File: config.mk
export PLATFORM = sky130hd
export DESIGN_NAME = hilo_muldiv
export DESIGN_NICKNAME = d
export VERILOG_FILES = /design/src/rtl/hilo_muldiv_pkg.sv /design/src/rtl/muldiv_sign_fix.sv /design/src/rtl/hilo_muldiv.sv
export SDC_FILE = /design/constraint.sdc
export NUM_CORES = 1
export LEC_CHECK = 0
export ABC_AREA = 1
export ABC_CLOCK_PERIOD_IN_PS = 8300
export CORE_MARGIN = 3
export CORE_UTILIZATION = 47
export DETAILED_ROUTE_END_ITERATION = 10
export DONT_BUFFER_PORTS = 1
export PLACE_DENSITY = 0.71
export REMOVE_ABC_BUFFERS = 1
export SLEW_MARGIN = 20
export SYNTH_ARGS = -nofsm -noshare
export SYNTH_HDL_FRONTEND = slang
export SYNTH_HIERARCHICAL = 1
export SYNTH_SLANG_ARGS = --single-unit
File: constraint.sdc
create_clock -name clk -period 8.3 [get_ports clk]
set_input_delay 2.49 -clock clk [delete_from_list [all_inputs] [get_ports clk]]
set_output_delay 2.49 -clock clk [all_outputs]
set_load 0.02 [all_outputs]
File: src/rtl/hilo_muldiv_pkg.sv
// Shared encodings for the HI/LO multiply/divide unit: operation codes and FSM states.
package hilo_muldiv_pkg;

    typedef enum logic [1:0] {
        MD_MULT  = 2'b00,
        MD_MULTU = 2'b01,
        MD_DIV   = 2'b10,
        MD_DIVU  = 2'b11
    } md_op_e;

    typedef enum logic [1:0] {
        ST_IDLE = 2'b00,
        ST_CALC = 2'b01,
        ST_FIX  = 2'b10,
        ST_DONE = 2'b11
    } md_state_e;

endpackage

File: src/rtl/muldiv_sign_fix.sv
// Conditional two's-complement negate; used both to take |operand| and to restore result signs.
module muldiv_sign_fix #(
    parameter int W = 32
) (
    input  logic [W-1:0] val,
    input  logic         neg,
    output logic [W-1:0] res
);

    assign res = neg ? -val : val;

endmodule

File: src/rtl/hilo_muldiv.sv
// Iterative MULT/MULTU/DIV/DIVU unit: radix-2 shift-add and restoring divide sharing one
// 2W accumulator; results are sign-fixed and registered into hi/lo on the FIX step.
module hilo_muldiv
    import hilo_muldiv_pkg::*;
#(
    parameter int WIDTH = 32,
    parameter int CNT_W = 6
) (
    input  logic             clk,
    input  logic             rst,
    input  logic             start,
    input  logic [1:0]       op,
    input  logic [WIDTH-1:0] a,
    input  logic [WIDTH-1:0] b,
    input  logic             cancel,
    output logic             busy,
    output logic             done,
    output logic [WIDTH-1:0] hi,
    output logic [WIDTH-1:0] lo,
    output logic             div_zero
);

    localparam logic [CNT_W-1:0] LAST_ITER = CNT_W'(WIDTH - 1);

    md_state_e          state_q, state_d;
    logic [2*WIDTH-1:0] acc_q, acc_d;
    logic [WIDTH-1:0]   opb_q, opb_d;
    logic [CNT_W-1:0]   cnt_q, cnt_d;
    logic               div_q, div_d;
    logic               zero_q, zero_d;
    logic               neg_res_q, neg_res_d;
    logic               neg_rem_q, neg_rem_d;
    logic [WIDTH-1:0]   hi_q, hi_d;
    logic [WIDTH-1:0]   lo_q, lo_d;
    logic               dz_q, dz_d;

    logic               div_op, sgn_op;
    logic [WIDTH-1:0]   abs_a, abs_b;
    logic [2*WIDTH-1:0] prod_fix;
    logic [WIDTH-1:0]   quo_fix, rem_fix;

    assign div_op = (md_op_e'(op) == MD_DIV) || (md_op_e'(op) == MD_DIVU);
    assign sgn_op = (md_op_e'(op) == MD_MULT) || (md_op_e'(op) == MD_DIV);

    muldiv_sign_fix #(.W(WIDTH)) u_abs_a (
        .val(a), .neg(sgn_op & a[WIDTH-1]), .res(abs_a)
    );
    muldiv_sign_fix #(.W(WIDTH)) u_abs_b (
        .val(b), .neg(sgn_op & b[WIDTH-1]), .res(abs_b)
    );
    muldiv_sign_fix #(.W(2*WIDTH)) u_fix_prod (
        .val(acc_q), .neg(neg_res_q), .res(prod_fix)
    );
    muldiv_sign_fix #(.W(WIDTH)) u_fix_quo (
        .val(acc_q[WIDTH-1:0]), .neg(neg_res_q), .res(quo_fix)
    );
    muldiv_sign_fix #(.W(WIDTH)) u_fix_rem (
        .val(acc_q[2*WIDTH-1:WIDTH]), .neg(neg_rem_q), .res(rem_fix)
    );

    // Multiply step: multiplier sits in the low half and shifts out as the product shifts in.
    logic [WIDTH:0]     mul_sum;
    logic [2*WIDTH-1:0] acc_mul;
    assign mul_sum = {1'b0, acc_q[2*WIDTH-1:WIDTH]}
                   + {1'b0, (acc_q[0] ? opb_q : {WIDTH{1'b0}})};
    assign acc_mul = {mul_sum, acc_q[WIDTH-1:1]};

    // Divide step: partial remainder in the high half, quotient bits fill the low half.
    logic [WIDTH:0]     div_trial, div_diff;
    logic               q_bit;
    logic [WIDTH-1:0]   div_rem;
    logic [2*WIDTH-1:0] acc_div;
    assign div_trial = {acc_q[2*WIDTH-1:WIDTH], acc_q[WIDTH-1]};
    assign div_diff  = div_trial - {1'b0, opb_q};
    assign q_bit     = (div_trial >= {1'b0, opb_q});
    assign div_rem   = q_bit ? div_diff[WIDTH-1:0] : div_trial[WIDTH-1:0];
    assign acc_div   = {div_rem, acc_q[WIDTH-2:0], q_bit};

    always_comb begin
        state_d   = state_q;
        acc_d     = acc_q;
        opb_d     = opb_q;
        cnt_d     = cnt_q;
        div_d     = div_q;
        zero_d    = zero_q;
        neg_res_d = neg_res_q;
        neg_rem_d = neg_rem_q;
        hi_d      = hi_q;
        lo_d      = lo_q;
        dz_d      = dz_q;
        unique case (state_q)
            ST_IDLE: begin
                if (start && !cancel) begin
                    state_d = ST_CALC;
                    cnt_d   = '0;
                    div_d   = div_op;
                    zero_d  = div_op && (b == '0);
                    if (div_op && (b == '0)) begin
                        // Dividing the raw a by 0 leaves a as remainder and all-ones quotient.
                        acc_d     = {{WIDTH{1'b0}}, a};
                        opb_d     = '0;
                        neg_res_d = 1'b0;
                        neg_rem_d = 1'b0;
                    end else if (div_op) begin
                        acc_d     = {{WIDTH{1'b0}}, abs_a};
                        opb_d     = abs_b;
                        neg_res_d = sgn_op & (a[WIDTH-1] ^ b[WIDTH-1]);
                        neg_rem_d = sgn_op & a[WIDTH-1];
                    end else begin
                        acc_d     = {{WIDTH{1'b0}}, abs_b};
                        opb_d     = abs_a;
                        neg_res_d = sgn_op & (a[WIDTH-1] ^ b[WIDTH-1]);
                        neg_rem_d = 1'b0;
                    end
                end
            end
            ST_CALC: begin
                if (cancel) begin
                    state_d = ST_IDLE;
                end else begin
                    acc_d = div_q ? acc_div : acc_mul;
                    cnt_d = cnt_q + CNT_W'(1);
                    if (cnt_q == LAST_ITER) state_d = ST_FIX;
                end
            end
            ST_FIX: begin
                if (cancel) begin
                    state_d = ST_IDLE;
                end else begin
                    state_d = ST_DONE;
                    dz_d    = zero_q;
                    if (div_q) begin
                        hi_d = rem_fix;
                        lo_d = quo_fix;
                    end else begin
                        hi_d = prod_fix[2*WIDTH-1:WIDTH];
                        lo_d = prod_fix[WIDTH-1:0];
                    end
                end
            end
            ST_DONE: state_d = ST_IDLE;
            default: state_d = ST_IDLE;
        endcase
    end

    always_ff @(posedge clk or posedge rst) begin
        if (rst) begin
            state_q   <= ST_IDLE;
            acc_q     <= '0;
            opb_q     <= '0;
            cnt_q     <= '0;
            div_q     <= 1'b0;
            zero_q    <= 1'b0;
            neg_res_q <= 1'b0;
            neg_rem_q <= 1'b0;
            hi_q      <= '0;
            lo_q      <= '0;
            dz_q      <= 1'b0;
        end else begin
            state_q   <= state_d;
            acc_q     <= acc_d;
            opb_q     <= opb_d;
            cnt_q     <= cnt_d;
            div_q     <= div_d;
            zero_q    <= zero_d;
            neg_res_q <= neg_res_d;
            neg_rem_q <= neg_rem_d;
            hi_q      <= hi_d;
            lo_q      <= lo_d;
            dz_q      <= dz_d;
        end
    end

    assign busy     = (state_q != ST_IDLE);
    assign done     = (state_q == ST_DONE) && !cancel;
    assign hi       = hi_q;
    assign lo       = lo_q;
    assign div_zero = dz_q;

endmodule
After elaboration in Yosys (flattened, before gate mapping). Index checks and enable logic that the tools add are counted.

Memories kept: 0. Bits in registers: 173. Bits in latches: 0. ROM bits: 0. Output and inout bits: 67. Input bits: 70. Memory bits (writable): 0.

Reductions and logical operators: 15. Div/mod/pow operators: 0. Magnitude comparators: 1. Equality and inequality tests: 9. Shifts and indexed selects: 0. $add $sub $neg: 8. Multiplexer cells: 28. Bitwise logic cells: 5. $mul: 0.

Operators by type and width (number): 32-bit two-way mux (12); 64-bit two-way mux (4); 32-bit negation (4); 64-bit case mux with 2 select lines (1); 64-bit negation (1); 32-bit by 32-bit adder with 33-bit output (1); 33-bit by 32-bit greater-or-equal comparator with 1-bit output (1); 32-bit logical NOT (1); 32-bit subtractor (1); 6-bit two-way mux (2); 6-bit case mux with 2 select lines (1); 2-bit == test, second input constant (4); 2-bit two-way mux (4); 2-bit case mux with 4 select lines (1); 6-bit by 1-bit adder with 6-bit output, second input constant (1); 6-bit by 5-bit == test with 1-bit output, second input constant (1); 2-bit AND reduction (3); 2-bit logical NOT (2); 2-bit != test, second input constant (2); 2-bit nonzero test (2); 1-bit AND (3); 1-bit logical AND (3); 1-bit two-way mux (3); 3-bit != test, second input constant (1); other kinds (6) (7).

Longest topological paths before layout.
Word-level depth: 8. Depth in mapped cells: 20. Depth with buffers taken out: 19.

Modules after synthesis. The synthesis kept the hierarchy.

By module, submodules not included: hilo_muldiv (instances 1, cells an instance 2358, area an instance 14521.4 um^2, seq. area each 4329.2 um^2); muldiv_sign_fix at u_abs_a ... (instances 4, cells an instance 225, area an instance 1052.3 um^2, seq. area each 0.0 um^2); muldiv_sign_fix at u_fix_prod (instances 1, cells an instance 498, area an instance 2411.1 um^2, seq. area each 0.0 um^2).

Worst setup path after synthesis. No wires, ideal clock.

Path kind: input -> output. Start: input cancel. End: output done. Stages: 1. Data arrival time: 2987 ps. Slack: 2823 ps. Data required time: 5810 ps. Buffers on the path: 0. Cell sequence: nor3_1.

Word-level cells in the longest chain between the ends: 2.

RTL lines: start: declaration (RTL line hilo_muldiv.sv:15) `input logic cancel,`; 1-bit logical NOT (RTL line hilo_muldiv.sv:175) `assign done = (state_q == ST_DONE) && !cancel;`; 1-bit logical AND (RTL line hilo_muldiv.sv:175); end: declaration (RTL line hilo_muldiv.sv:17) `output logic done,`.

No other way between the ends.

Worst setup path in the final report. Same ends and word-level chain as after synthesis.

==> impl_metrics.sql <==
INSERT INTO impl_metrics (metric_group, metric, value, unit) VALUES
('run_status', 'outcome', 'finished clean', ''),
('place', 'globalplace.congestion', '0.978', ''),
('grt', 'initial_antenna_violation_count', '1', ''),
('route', 'vias_per_cell', '5.50', ''),
('die', 'design.die.area', '0.0476', 'mm²'),
('timing', 'slew_viol_final', '0', ''),
('route', 'vias', '23537', ''),
('synthesis', 'muxShareOfSynthArea', '0.0473', '%'),
('clocking', 'cts_tree', 'built', ''),
('grt', 'groute.usage.overall', '31.7', '%'),
('synthesis', 'post_synth_adder_cell_area', '4.33', '%'),
('route', 'drc', '0', ''),
('worst_setup_path', 'cp-start-kind', 'input port', ''),
('synthesis', 'netlist.area_leader.share', '23.3', '%'),
('cells_and_area', 'drive_above_1_share', '5.26', '%'),
('power', 'ir_worst_vdd', '0.276', 'mV'),
('synthesis', 'post_synth_xor_area_fraction', '4.10', '%'),
('worst_setup_path', 'cp-end-kind', 'output pin', ''),
('timing', 'period_needed', '5.49', 'ns'),
('grt', 'overflow', '0', ''),
('power', 'power.leakage', '11.6', 'nW'),
('synthesis', 'synth_cell_type_count', '52', ''),
('timing', 'setup_viol', '0', ''),
('power', 'pwr_density_cell', '432', 'mW/mm²'),
('timing', 'final.period_utilization', '66.1', '%'),
('die', 'fp.dieW', '218', 'µm'),
('grt', 'grt_max_degree', '109', ''),
('place', 'detailed_place_hpwl', '58.8', 'mm'),
('worst_setup_path', 'worst_ep_required_time', '5.81', 'ns'),
('clocking', 'postCtsSetupRepairBufs', '0', ''),
('clocking', 'h_tree_depth', '4', ''),
('cells_and_area', 'antennaDiodeCount', '0', ''),
('die', 'die_h', '218', 'µm'),
('place', 'place.port_buffers', '0', ''),
('timing', 'finalHoldViolCount', '0', ''),
('timing', 'fmax', '0.182', 'GHz'),
('synthesis', 'leading_cell_type_by_number_of_instances_after_synthesis', 'nand2_1', ''),
('synthesis', 'synth_common_cells', 'nand2_1, nor2_1, inv_1, nand3_1, dfrtp_1', ''),
('die', 'floorplan_core_area', '0.0443', 'mm²'),
('synthesis', 'post_synth_main_area_contributors', 'nand2_1, dfrtp_1, nor2_1', ''),
('worst_setup_path', 'crit_path_max_delay_cell_type', 'nor3_1', ''),
('grt', 'grt_pass1_vias', '21155', ''),
('worst_setup_path', 'crit_path_cell_trace', 'nor3_1', ''),
('die', 'floorplan.initialDensity', '47.7', '%'),
('synthesis', 'synth-async-reset-ratio', '100', '%'),
('synthesis', 'ys_seq_elements', '173', ''),
('power', 'design_power_total', '9.54', 'mW'),
('clocking', 'cts_repair_resize_count', '0', ''),
('cells_and_area', 'final_std_cells_w_o_fill', '4279', ''),
('synthesis', 'synthCells', '3756', ''),
('synthesis', 'cell_area_after_synthesis', '0.0211', 'mm²'),
('synthesis', 'synth.yosys.warnings', '6', ''),
('cells_and_area', 'final_nets', '3816', ''),
('synthesis', 'synth-simple-area-share', '46.7', '%'),
('route', 'wl_per_cell', '18.0', 'µm'),
('worst_setup_path', 'path_delay_family', 'simple AND/OR/NAND/NOR gates', ''),
('die', 'num_io_pins', '137', ''),
('hold_path', 'worstHoldPathType', 'flip-flop to flip-flop', ''),
('synthesis', 'largest_family_of_logic_cells_by_synthesized_area', 'simple AND/OR/NAND/NOR gates', ''),
('route', 'drt.antenna.violating_nets', '0', ''),
('timing', 'timing.final.ws_setup', '2.81', 'ns'),
('clocking', 'root_buffer', 'clkbuf_16', ''),
('place', 'dp_slack', '2.81', 'ns'),
('synthesis', 'syn_area_per_cell', '5.63', 'µm²'),
('synthesis', 'ys.flop_type', 'dfrtp_1', ''),
('worst_setup_path', 'critical_path_class', 'input port to output pin', ''),
('synthesis', 'synth_seq_area_share', '20.5', '%'),
('synthesis', 'compound_gate_portion_of_the_synthesized_area', '12.7', '%'),
('route', 'detailedRoute.firstPassIterationCount', '8', ''),
('worst_setup_path', 'timing.critical_path.arrival', '3.00', 'ns'),
('clocking', 'cts_max_path_buffers', '2', '');
cell families (layout without fill, tap and decap cells):
group	after synthesis	count (layout)
adder cells (fa/ha/maj)	72	72
AND/OR/NAND/NOR	2347	2347
buffers and inverters	610	541
flip-flops	173	173
XOR/XNOR	99	99
multiplexers	1	1
AO/OA/AOI/OAI	454	454
routing by layer:
layer | part of all wire (%) | track usage (%)
met4 | 3.5 | 11.5
met2 | 45 | 50.5
met1 | 42 | 43.1
met3 | 9.4 | 5.85
met5 | 0 | 0
state kept, by name, indices dropped and copies added (netlist names):
register	count
neg_res_q	1
hi	32
lo	32
opb_q	32
acc_q	64
state_q	2
neg_rem_q	1
zero_q	1
div_q	1
div_zero	1
cnt_q	6
metrics by stage:
step / hold WS (ns) / cell area [µm²] / util, %
after floorplan: 0.478 / 20500 / -
after global placement: 0.508 / 21400 / 48.4
after detailed placement: 0.512 / 21400 / 48.4
after CTS: 0.530 / 22100 / 49.8
after global routing: 0.577 / 22100 / 49.8
final: 0.527 / 22100 / 49.8
final timing paths:
| path | from | to | slack (ns) | cells after the start |
|---|---|---|---|---|
| min reg2reg | cnt_q[1]$_DFFE_PP0P_ | cnt_q[1]$_DFFE_PP0P_ | 0.53 | 2 |
| min | cnt_q[1]$_DFFE_PP0P_ | cnt_q[1]$_DFFE_PP0P_ | 0.53 | 2 |
| max in group asynchronous | rst | div_q$_DFFE_PP0P_ | 5.06 | 2 |
| max reg2reg | acc_q[53]$_DFFE_PP0P_ | acc_q[33]$_DFFE_PP0P_ | 5.09 | 14 |
| max | cancel | done | 2.81 | 1 |
| min in group asynchronous | rst | lo[5]$_DFFE_PP0P_ | 1.95 | 1 |
cells in the final DEF (no fill, tap or decap), drive strengths merged, types with 12 or more instances in the layout:
master  synthesis  layout
inv           488     496
dfrtp         173     173
nand3         265     265
nand3b         23      23
nor2          648     648
o22ai          23      23
a22o           15      15
buf            40      19
a21oi         135     135
nor3           18      18
nand2        1338    1338
ha             70      70
xnor2          57      57
o31ai          64      64
nand4          43      43
o21ai         175     175
clkbuf         80      17
o211ai         12      12
xor2           42      42
cell type report:
type                       instances  area, µm²
inverter                         490       1850
timing repair buffer              19        143
clock buffer                      17        425
clock inverter                    15        200
fill                            4828      22300
multi-input combinational       2973      14400
tap                              592        741
sequential                       173       4330
power breakdown:
part	internal (mW)	switching [mW]	total [mW]
sequential	1.24	1.06	2.30
clock	0.461	0.428	0.889
combinational	2.09	4.26	6.35
total	3.80	5.75	9.54
Power figures use the tool's default switching activity.
